[config.mk]
export PLATFORM = sky130hd
export DESIGN_NAME = mmul_stream_driver
export DESIGN_NICKNAME = d
export VERILOG_FILES = /design/src/rtl/mmul_stream_driver.sv
export SDC_FILE = /design/constraint.sdc
export NUM_CORES = 2
export LEC_CHECK = 0
export CORE_UTILIZATION = 55
export DETAILED_ROUTE_END_ITERATION = 10
export PLACE_DENSITY_LB_ADDON = 0.25
export REMOVE_ABC_BUFFERS = 1
export SETUP_SLACK_MARGIN = 0.5
export SLEW_MARGIN = 10
export SYNTH_ARGS = -nofsm -noshare
export SYNTH_HDL_FRONTEND = slang
export SYNTH_SLANG_ARGS = --single-unit
[constraint.sdc]
create_clock -name clk -period 33.5 [get_ports clk]
set_clock_uncertainty 0.05 [all_clocks]
set_input_delay 8.375 -clock clk [delete_from_list [all_inputs] [get_ports clk]]
set_output_delay 8.375 -clock clk [all_outputs]
set_load 0.01 [all_outputs]
[src/rtl/mmul_stream_driver.sv]
// mmul_stream_driver
//   Host-side driver for the systolic matrix-multiply accelerator.
//   Holds weight rows and activation rows in local register files and
//   streams them to the accelerator: N weight rows in reverse order with
//   load_weight high, then M activation rows, then PIPE_BEATS zero beats
//   to push the last activations through the array. In parallel it accepts
//   the accelerator's result stream, skips the pipeline-fill beats and
//   stores the M useful result rows in a readable buffer.
//
// Ports
//   clk, reset        clock, synchronous active-low reset
//   wr_en/wr_sel/     local buffer write (weights: sel=0, activations:
//   wr_addr/wr_data   sel=1); ignored while busy
//   start, cfg_rows   launch a run of cfg_rows activation rows
//   busy, done        run in progress / one-cycle completion pulse
//   load_weight       weight-phase flag to the accelerator
//   m_axis_*          AXI4-Stream master toward the accelerator
//   s_axis_*          AXI4-Stream slave from the accelerator
//   rd_addr, rd_data  combinational read of the result buffer
module mmul_stream_driver #(
    parameter int N            = 4,
    parameter int DATA_WIDTH   = 8,
    parameter int RESULT_WIDTH = 32,
    parameter int MAX_ROWS     = 16,
    parameter int RAW          = $clog2(MAX_ROWS),
    parameter int PIPE_BEATS   = 2 * N
) (
    input  logic                         clk,
    input  logic                         reset,
    input  logic                         wr_en,
    input  logic                         wr_sel,
    input  logic [RAW-1:0]               wr_addr,
    input  logic [N*DATA_WIDTH-1:0]      wr_data,
    input  logic                         start,
    input  logic [RAW:0]                 cfg_rows,
    output logic                         busy,
    output logic                         done,
    output logic                         load_weight,
    output logic [N*DATA_WIDTH-1:0]      m_axis_tdata,
    output logic                         m_axis_tvalid,
    input  logic                         m_axis_tready,
    input  logic [N*RESULT_WIDTH-1:0]    s_axis_tdata,
    input  logic                         s_axis_tvalid,
    output logic                         s_axis_tready,
    input  logic [RAW-1:0]               rd_addr,
    output logic [N*RESULT_WIDTH-1:0]    rd_data
);
    // Counter width covers the full output-beat total N+MAX_ROWS+PIPE_BEATS.
    localparam int CW   = $clog2(N + MAX_ROWS + PIPE_BEATS) + 1;
    localparam int NW   = (N > 1) ? $clog2(N) : 1;
    localparam int AW   = N * DATA_WIDTH;
    localparam int RW   = N * RESULT_WIDTH;
    // First output beat that carries a real result row.
    localparam logic [CW-1:0] BASE = CW'(N + PIPE_BEATS);

    typedef enum logic [2:0] {
        IDLE, LOAD_W, STREAM, FLUSH, DRAIN, DONE
    } state_t;

    state_t          state, nxt;
    logic [AW-1:0]   wbuf [N];
    logic [AW-1:0]   abuf [MAX_ROWS];
    logic [RW-1:0]   rbuf [MAX_ROWS];
    logic [RAW:0]    m_rows;
    logic [CW-1:0]   ti;          // transmit index within current phase
    logic [CW-1:0]   oc;          // receive beat counter for the whole run
    logic [CW-1:0]   phase_len;
    logic [CW-1:0]   total;
    logic            tx_beat, rx_beat, tx_last, start_ok, in_window;

    assign tx_beat   = m_axis_tvalid && m_axis_tready;
    assign rx_beat   = s_axis_tvalid && s_axis_tready;
    assign start_ok  = (state == IDLE) && start && (cfg_rows != '0) &&
                       (cfg_rows <= (RAW+1)'(MAX_ROWS));
    assign total     = BASE + CW'(m_rows);
    assign in_window = (oc >= BASE) && (oc < total);
    assign tx_last   = tx_beat && (ti == phase_len - CW'(1));

    always_comb begin
        phase_len = CW'(1);
        case (state)
            LOAD_W:  phase_len = CW'(N);
            STREAM:  phase_len = CW'(m_rows);
            FLUSH:   phase_len = CW'(PIPE_BEATS);
            default: phase_len = CW'(1);
        endcase
    end

    always_comb begin
        nxt = state;
        case (state)
            IDLE:    if (start_ok) nxt = LOAD_W;
            LOAD_W:  if (tx_last)  nxt = STREAM;
            STREAM:  if (tx_last)  nxt = FLUSH;
            FLUSH:   if (tx_last)  nxt = DRAIN;
            // oc may already be complete on entry; then DRAIN lasts one cycle.
            DRAIN:   if (oc >= total) nxt = DONE;
            DONE:    nxt = IDLE;
            default: nxt = IDLE;
        endcase
    end

    // FSM with outputs registered from the next-state decode, so every
    // handshake output lines up with the state it belongs to.
    always_ff @(posedge clk) begin
        if (!reset) begin
            state         <= IDLE;
            busy          <= 1'b0;
            done          <= 1'b0;
            load_weight   <= 1'b0;
            m_axis_tvalid <= 1'b0;
            s_axis_tready <= 1'b0;
            ti            <= '0;
            oc            <= '0;
            m_rows        <= '0;
        end else begin
            state         <= nxt;
            busy          <= (nxt != IDLE);
            done          <= (nxt == DONE);
            load_weight   <= (nxt == LOAD_W);
            m_axis_tvalid <= (nxt == LOAD_W) || (nxt == STREAM) || (nxt == FLUSH);
            s_axis_tready <= (nxt == LOAD_W) || (nxt == STREAM) ||
                             (nxt == FLUSH)  || (nxt == DRAIN);
            if (start_ok) begin
                m_rows <= cfg_rows;
                ti     <= '0;
                oc     <= '0;
            end else begin
                if (tx_last)      ti <= '0;
                else if (tx_beat) ti <= ti + CW'(1);
                if (rx_beat)      oc <= oc + CW'(1);
            end
        end
    end

    // Storage is deliberately not reset; stale result rows stay readable.
    always_ff @(posedge clk) begin
        if (wr_en && !busy) begin
            if (!wr_sel) begin
                if (wr_addr < RAW'(N)) wbuf[wr_addr[NW-1:0]] <= wr_data;
            end else begin
                abuf[wr_addr] <= wr_data;
            end
        end
        if (rx_beat && in_window)
            rbuf[RAW'(oc - BASE)] <= s_axis_tdata;
    end

    // Weights go out last row first so row 0 ends up nearest the array edge.
    always_comb begin
        m_axis_tdata = '0;
        case (state)
            LOAD_W:  m_axis_tdata = wbuf[NW'(N-1) - ti[NW-1:0]];
            STREAM:  m_axis_tdata = abuf[ti[RAW-1:0]];
            default: m_axis_tdata = '0;
        endcase
    end

    assign rd_data = rbuf[rd_addr];

endmodule

==> Word-level counts from Yosys, hierarchy flattened <==
Memories as Yosys holds them, arrays and structs flattened. A register that Yosys moved wholly into a read port is not among the register bits.
Index checks and enable logic that the tools add are counted.
{ "word_totals": {"n_memories": 3, "elab_cells": 71, "inputBits": 180, "reg_bits": 25, "out_inout_bits": 165, "ram_bits": 2688} }
{ "classes": {"n_eq_ne": 10, "n_reduce_logical": 18, "order_cmp": 5, "addsub": 6, "n_mux": 19, "bitwise": 1} }
{ "memory_table": {"columns": ["name", "depth", "word_bits", "read_ports", "rd_ports_with_merged_regs", "write_ports", "line", "text"], "rows": [
  ["rbuf", 16, 128, 1, 0, 1, "63", "logic [RW-1:0] rbuf [MAX_ROWS];"],
  ["abuf", 16, 32, 1, 1, 1, "62", "logic [AW-1:0] abuf [MAX_ROWS];"],
  ["wbuf", 4, 32, 1, 0, 1, "61", "logic [AW-1:0] wbuf [N];"]
]} }
{ "op_table": {"columns": ["op", "count"], "rows": [
  ["32-bit case mux with 2 select lines", 1],
  ["3-bit two-way mux", 5],
  ["3-bit case mux with 5 select lines", 1],
  ["5-bit case mux with 3 select lines", 1],
  ["6-bit by 1-bit adder with 6-bit output (second input constant)", 2],
  ["3-bit by 2-bit equality test with 1-bit output (second input constant)", 4],
  ["3-bit equality test (second input constant)", 3],
  ["1-bit logical AND", 9],
  ["1-bit two-way mux", 9],
  ["4-bit two-way mux", 2],
  ["4-bit by 5-bit adder with 6-bit output (first input constant)", 1],
  ["3-bit by 1-bit equality test with 1-bit output (second input constant)", 2],
  ["6-bit equality test", 1],
  ["6-bit by 4-bit >= comparator with 1-bit output (second input constant)", 1],
  ["6-bit >= comparator", 1],
  ["6-bit less-than comparator", 1],
  ["6-bit by 1-bit subtractor with 6-bit output (second input constant)", 1],
  ["5-bit <= comparator (second input constant)", 1],
  ["5-bit nonzero test", 1],
  ["4-bit by 3-bit less-than comparator with 1-bit output (second input constant)", 1],
  ["4-bit subtractor (second input constant)", 1],
  ["3-bit logical NOT", 1],
  ["1-bit logical OR", 3],
  ["3-bit nonzero test", 1],
  ["other kinds (5)", 5]
]} }

==> Logic depth before layout (Yosys ltp) <==
{ "depth": {"word_depth": 11, "ltp_mapped": 10, "depth_no_buf": 10} }

==> Least setup slack after synthesis <==
Ideal clock, no wire load.
{ "synth_path": {"kind": "input -> output", "start": "input rd_addr[1]", "end": "output rd_data[100]", "required_time_ns": 25.075, "arrival_ns": 10.015, "path_buffers": 3, "cell_stages": 5, "slack_ns": 15.060, "cell_sequence": "buf_2 > clkbuf_1 > buf_1 > mux4_2 > mux4_2"} }
{ "synth_between": {"elab_chain_len": 1} }
{ "synth_rtl": {"columns": ["element", "line", "text"], "rows": [
  ["start: declaration", "45", "input logic [RAW-1:0] rd_addr,"],
  ["memory 16 x 128 bit", null, null],
  ["end: declaration", "46", "output logic [N*RESULT_WIDTH-1:0] rd_data"]
]} }
No other way between the ends.

==> Worst setup path in the final report <==
{ "layout_path": {"start": "input rd_addr[0]", "end": "output rd_data[50]"} }
The elaborated chain is that of the path after synthesis.

==> results.sh <==
export IMPL_status="complete, no violations"
export IMPL_final_core_util_pct=63.6
export IMPL_fin_crit_sh_pct=64.8
export IMPL_powerDensity_nw_per_um2=59.4
export IMPL_numCtsBuffers=286
export IMPL_top_usage_layer="met2"
export IMPL_syn_inst=4019
export IMPL_cp_start_kind="input pin"
export IMPL_final_cells=7224
export IMPL_die_area_um2=188000
export IMPL_setup_violations=0
export IMPL_async_flop_share_pct=0
export IMPL_drtAntennaViolNets=0
export IMPL_r2r_end="rbuf[1][45]"
export IMPL_holdPathEnd="oc[1]"
export IMPL_path_clk_slew_ns=0.06
export IMPL_area_growth_pct=14.9
export IMPL_clkPwrFrac_pct=42.2
export IMPL_gp_congestion=0.744
export IMPL_crit_type="input pin to output port"
export IMPL_cts_sinks=2717
export IMPL_hold_start="s_axis_tready"
export IMPL_slew_headroom_pct=15.6
export IMPL_cp_data_required_time_ns=25.07
export IMPL_syn_avg_cell_area_um2=25.5
export IMPL_vias=46000
export IMPL_critPathMaxStageDelay_ns=0.87
export IMPL_htreeDepth=5
export IMPL_peakVddDrop_mv=0.0455
export IMPL_drt_first_pass_iters=7
export IMPL_track_usage_pct=24.8
export IMPL_cts_root_buf="clkbuf_16"
export IMPL_hold_ws_ns=0.481
export IMPL_wl_per_cell_um=31.9
export IMPL_via_per_inst=6.36
export IMPL_wirelength_mm=230
export IMPL_internal_power_mw=5.62
export IMPL_hp_class="flop to flop"
export IMPL_dp_cells=6732
export IMPL_r2r_slack_ns=27.55
export IMPL_p_comb_share_pct=4.4
export IMPL_slew_violations=0
export IMPL_drv_cap=0
export IMPL_crit_fanout=49
export IMPL_antenna_found_initial=35
export IMPL_worst_slew_pin_slew_ns=1.27
export IMPL_layout_common_cells="2688 x edfxtp_1, 808 x mux4_2, 340 x clkdlybuf4s50_1"
export IMPL_rsz0062_at_grt="false"
export IMPL_grt_overflow_total=0
export IMPL_regArea_um2=81300
export IMPL_nets=4733
export IMPL_fmax_ghz=0.0461
export IMPL_final_common_cell="edfxtp_1"
export IMPL_die_y_um=434
export IMPL_core_area_um2=185000
export IMPL_clkLatencyLatePin_ns=0.90
export IMPL_drcViolationCount=0
export IMPL_power_net_switching_mw=1.39
export IMPL_cts_resized=0
export IMPL_arrival_ns=13.27
export IMPL_grt_first_pass_wirelength_mm=331
export IMPL_tns_ns=0
export IMPL_hold_path_depth=2
export IMPL_path_common_cell="buf_4"
export IMPL_die_w_um=434
export IMPL_place_detailed_hpwl_mm=114
export IMPL_grt_util_met2_pct=40.9
export IMPL_start_util_pct=55.4
export IMPL_hold_viol=0
export IMPL_ios=345
export IMPL_ys_ff_latch=2717
export IMPL_use_met3_pct=4.95
export IMPL_drtIter0Drc=4897
export IMPL_rows=158
export IMPL_synth_flop_cell="edfxtp_1"
export IMPL_yosys_warnings=0
export IMPL_cts_tree="done"
export IMPL_num_fill_cells=12000
export IMPL_synth_area_um2=103000
export IMPL_path_cells="buf_8, buf_4, buf_4, buf_4, mux4_2, nor2b_1, a211oi_1, a21oi_1, clkdlybuf4s50_1"
export IMPL_critical_path_endpoint_type="output port"
export IMPL_r2r_start="m_rows[2]"
export IMPL_reg2reg_depth=12
export IMPL_grt_pass1_vias=47200
export IMPL_p_sw_share_pct=19.8
export IMPL_multi_input_area_um2=20600
export IMPL_synth_cell_types=51
export IMPL_grt_start_max_net_pins=154
export IMPL_drive_above_1_share_pct=27.7
export IMPL_cts_max_path_buffers=4
export IMPL_cp_slowest_cell="buf_4"
export IMPL_seq_power_share_pct=53.5
export IMPL_portBuffers=344
export IMPL_synth_seq_area_share_pct=79.2
export IMPL_met1_usage_pct=33.6
export IMPL_synth_edf_count=2688
export IMPL_hold_buffers=0
export IMPL_cellLeakagePower_nw=36.2
export IMPL_cts_setup_buffers=0
export IMPL_period_needed_ns=21.70
[Yosys cell counts, types with 2 or more instances]
master    instances  area, µm²
edfxtp_1       2688      80700
mux4_2          808      18200
clkbuf_1         91        342
buf_2            70        350
nor2_1           49        184
a22o_1           32        280
dfxtp_1          29        581
a21oi_1          21        105
buf_1            20       75.1
mux2i_1          18        180
nand2_1          18       67.6
nor2b_1          18        113
buf_6            14        158
a211oi_1         13       97.6
ha_1             13        163
mux4_1           12        315
inv_1            10       37.5
xnor2_1          10       87.6
nand2b_1          8       50.1
xor2_1            8       70.1
buf_4             7       52.6
nand4_1           7       43.8
nor3_1            7       35.0
o21ai_0           6       30.0
nand3_1           5       25.0
a21boi_0          3       22.5
and2_1            3       18.8
and3_1            3       18.8
nand3b_1          3       22.5
nor3b_1           2       15.0
nor4_1            2       12.5
or2_2             2       12.5
[per-layer routing]
layer / vias up / share of wire, %
met3: 440 / 7.8
li1: 18600 / -
met5: - / 0.075
met2: 1940 / 51
met4: 26 / 3.0
met1: 24900 / 38
[sequential cells by signal (all words and copies together), names as in the netlist, named ones only]
| name | cells |
|---|---|
| abuf | 512 |
| busy | 1 |
| done | 1 |
| load_weight | 1 |
| m_axis_tvalid | 1 |
| m_rows | 5 |
| oc | 6 |
| rbuf | 2048 |
| s_axis_tready | 1 |
| state | 3 |
| ti | 6 |
| wbuf | 128 |
[cell type report]
type	count	area share, %
diodes	12	0.0255
clock buffers	361	6.48
repair buffers	436	3.62
multi-input cells	1088	17.5
well taps	2480	2.63
flip-flops and latches	2717	68.9
inverters	11	0.0350
clock inverters	119	0.824
[metrics by stage]
stage	setup slack, ns	power, mW	instance area, µm²
finish	11.80	7.01	118000
global route	11.32	7.19	118000
CTS	11.62	7.06	118000
detailed placement	11.63	4.13	109000
global placement	11.60	4.12	109000
floorplan	15.16	3.95	102000
[power groups by stage]
stage | clock [mW] | sequential, mW | combinational (mW)
floorplan | 0 | 3.82 | 0.130
global placement | 0 | 3.82 | 0.306
detailed placement | 0 | 3.82 | 0.311
CTS | 3.00 | 3.75 | 0.312
global route | 3.12 | 3.74 | 0.327
finish | 2.95 | 3.75 | 0.307
[critical path, delay by kind of cell]
kind,cells,cell delay (ns)
buffers and inverters,5,3.39
AO/OA/AOI/OAI,2,0.48
AND/OR/NAND/NOR,1,0.14
multiplexers,1,0.61
[how the worst max path moves through the flow]
stage | cells after the start | endpoint | slack, ns | start
floorplan | 5 | rbuf[5][0] | 15.16 | s_axis_tvalid
global placement | 9 | rd_data[50] | 11.60 | rd_addr[0]
detailed placement | 9 | rd_data[50] | 11.63 | rd_addr[0]
CTS | 9 | rd_data[50] | 11.62 | rd_addr[0]
global route | 9 | rd_data[50] | 11.32 | rd_addr[0]
finish | 9 | rd_data[50] | 11.80 | rd_addr[0]
[cell families (layout without fill, tap and decap cells)]
| group | Yosys count | in the layout | synth area share, % |
|---|---|---|---|
| adders and majority gates | 13 | 13 | 0.158 |
| xor gates and xnor gates | 19 | 19 | 0.175 |
| DFF | 2717 | 2717 | 79.2 |
| buffers and inverters | 214 | 927 | 0.997 |
| AOI/OAI and AO/OA | 83 | 83 | 0.586 |
| muxes | 839 | 839 | 18.2 |
| and+or+nand+nor | 134 | 134 | 0.674 |
| other | 0 | 12 | 0 |
No activity file was read; power rests on OpenSTA's default activity.
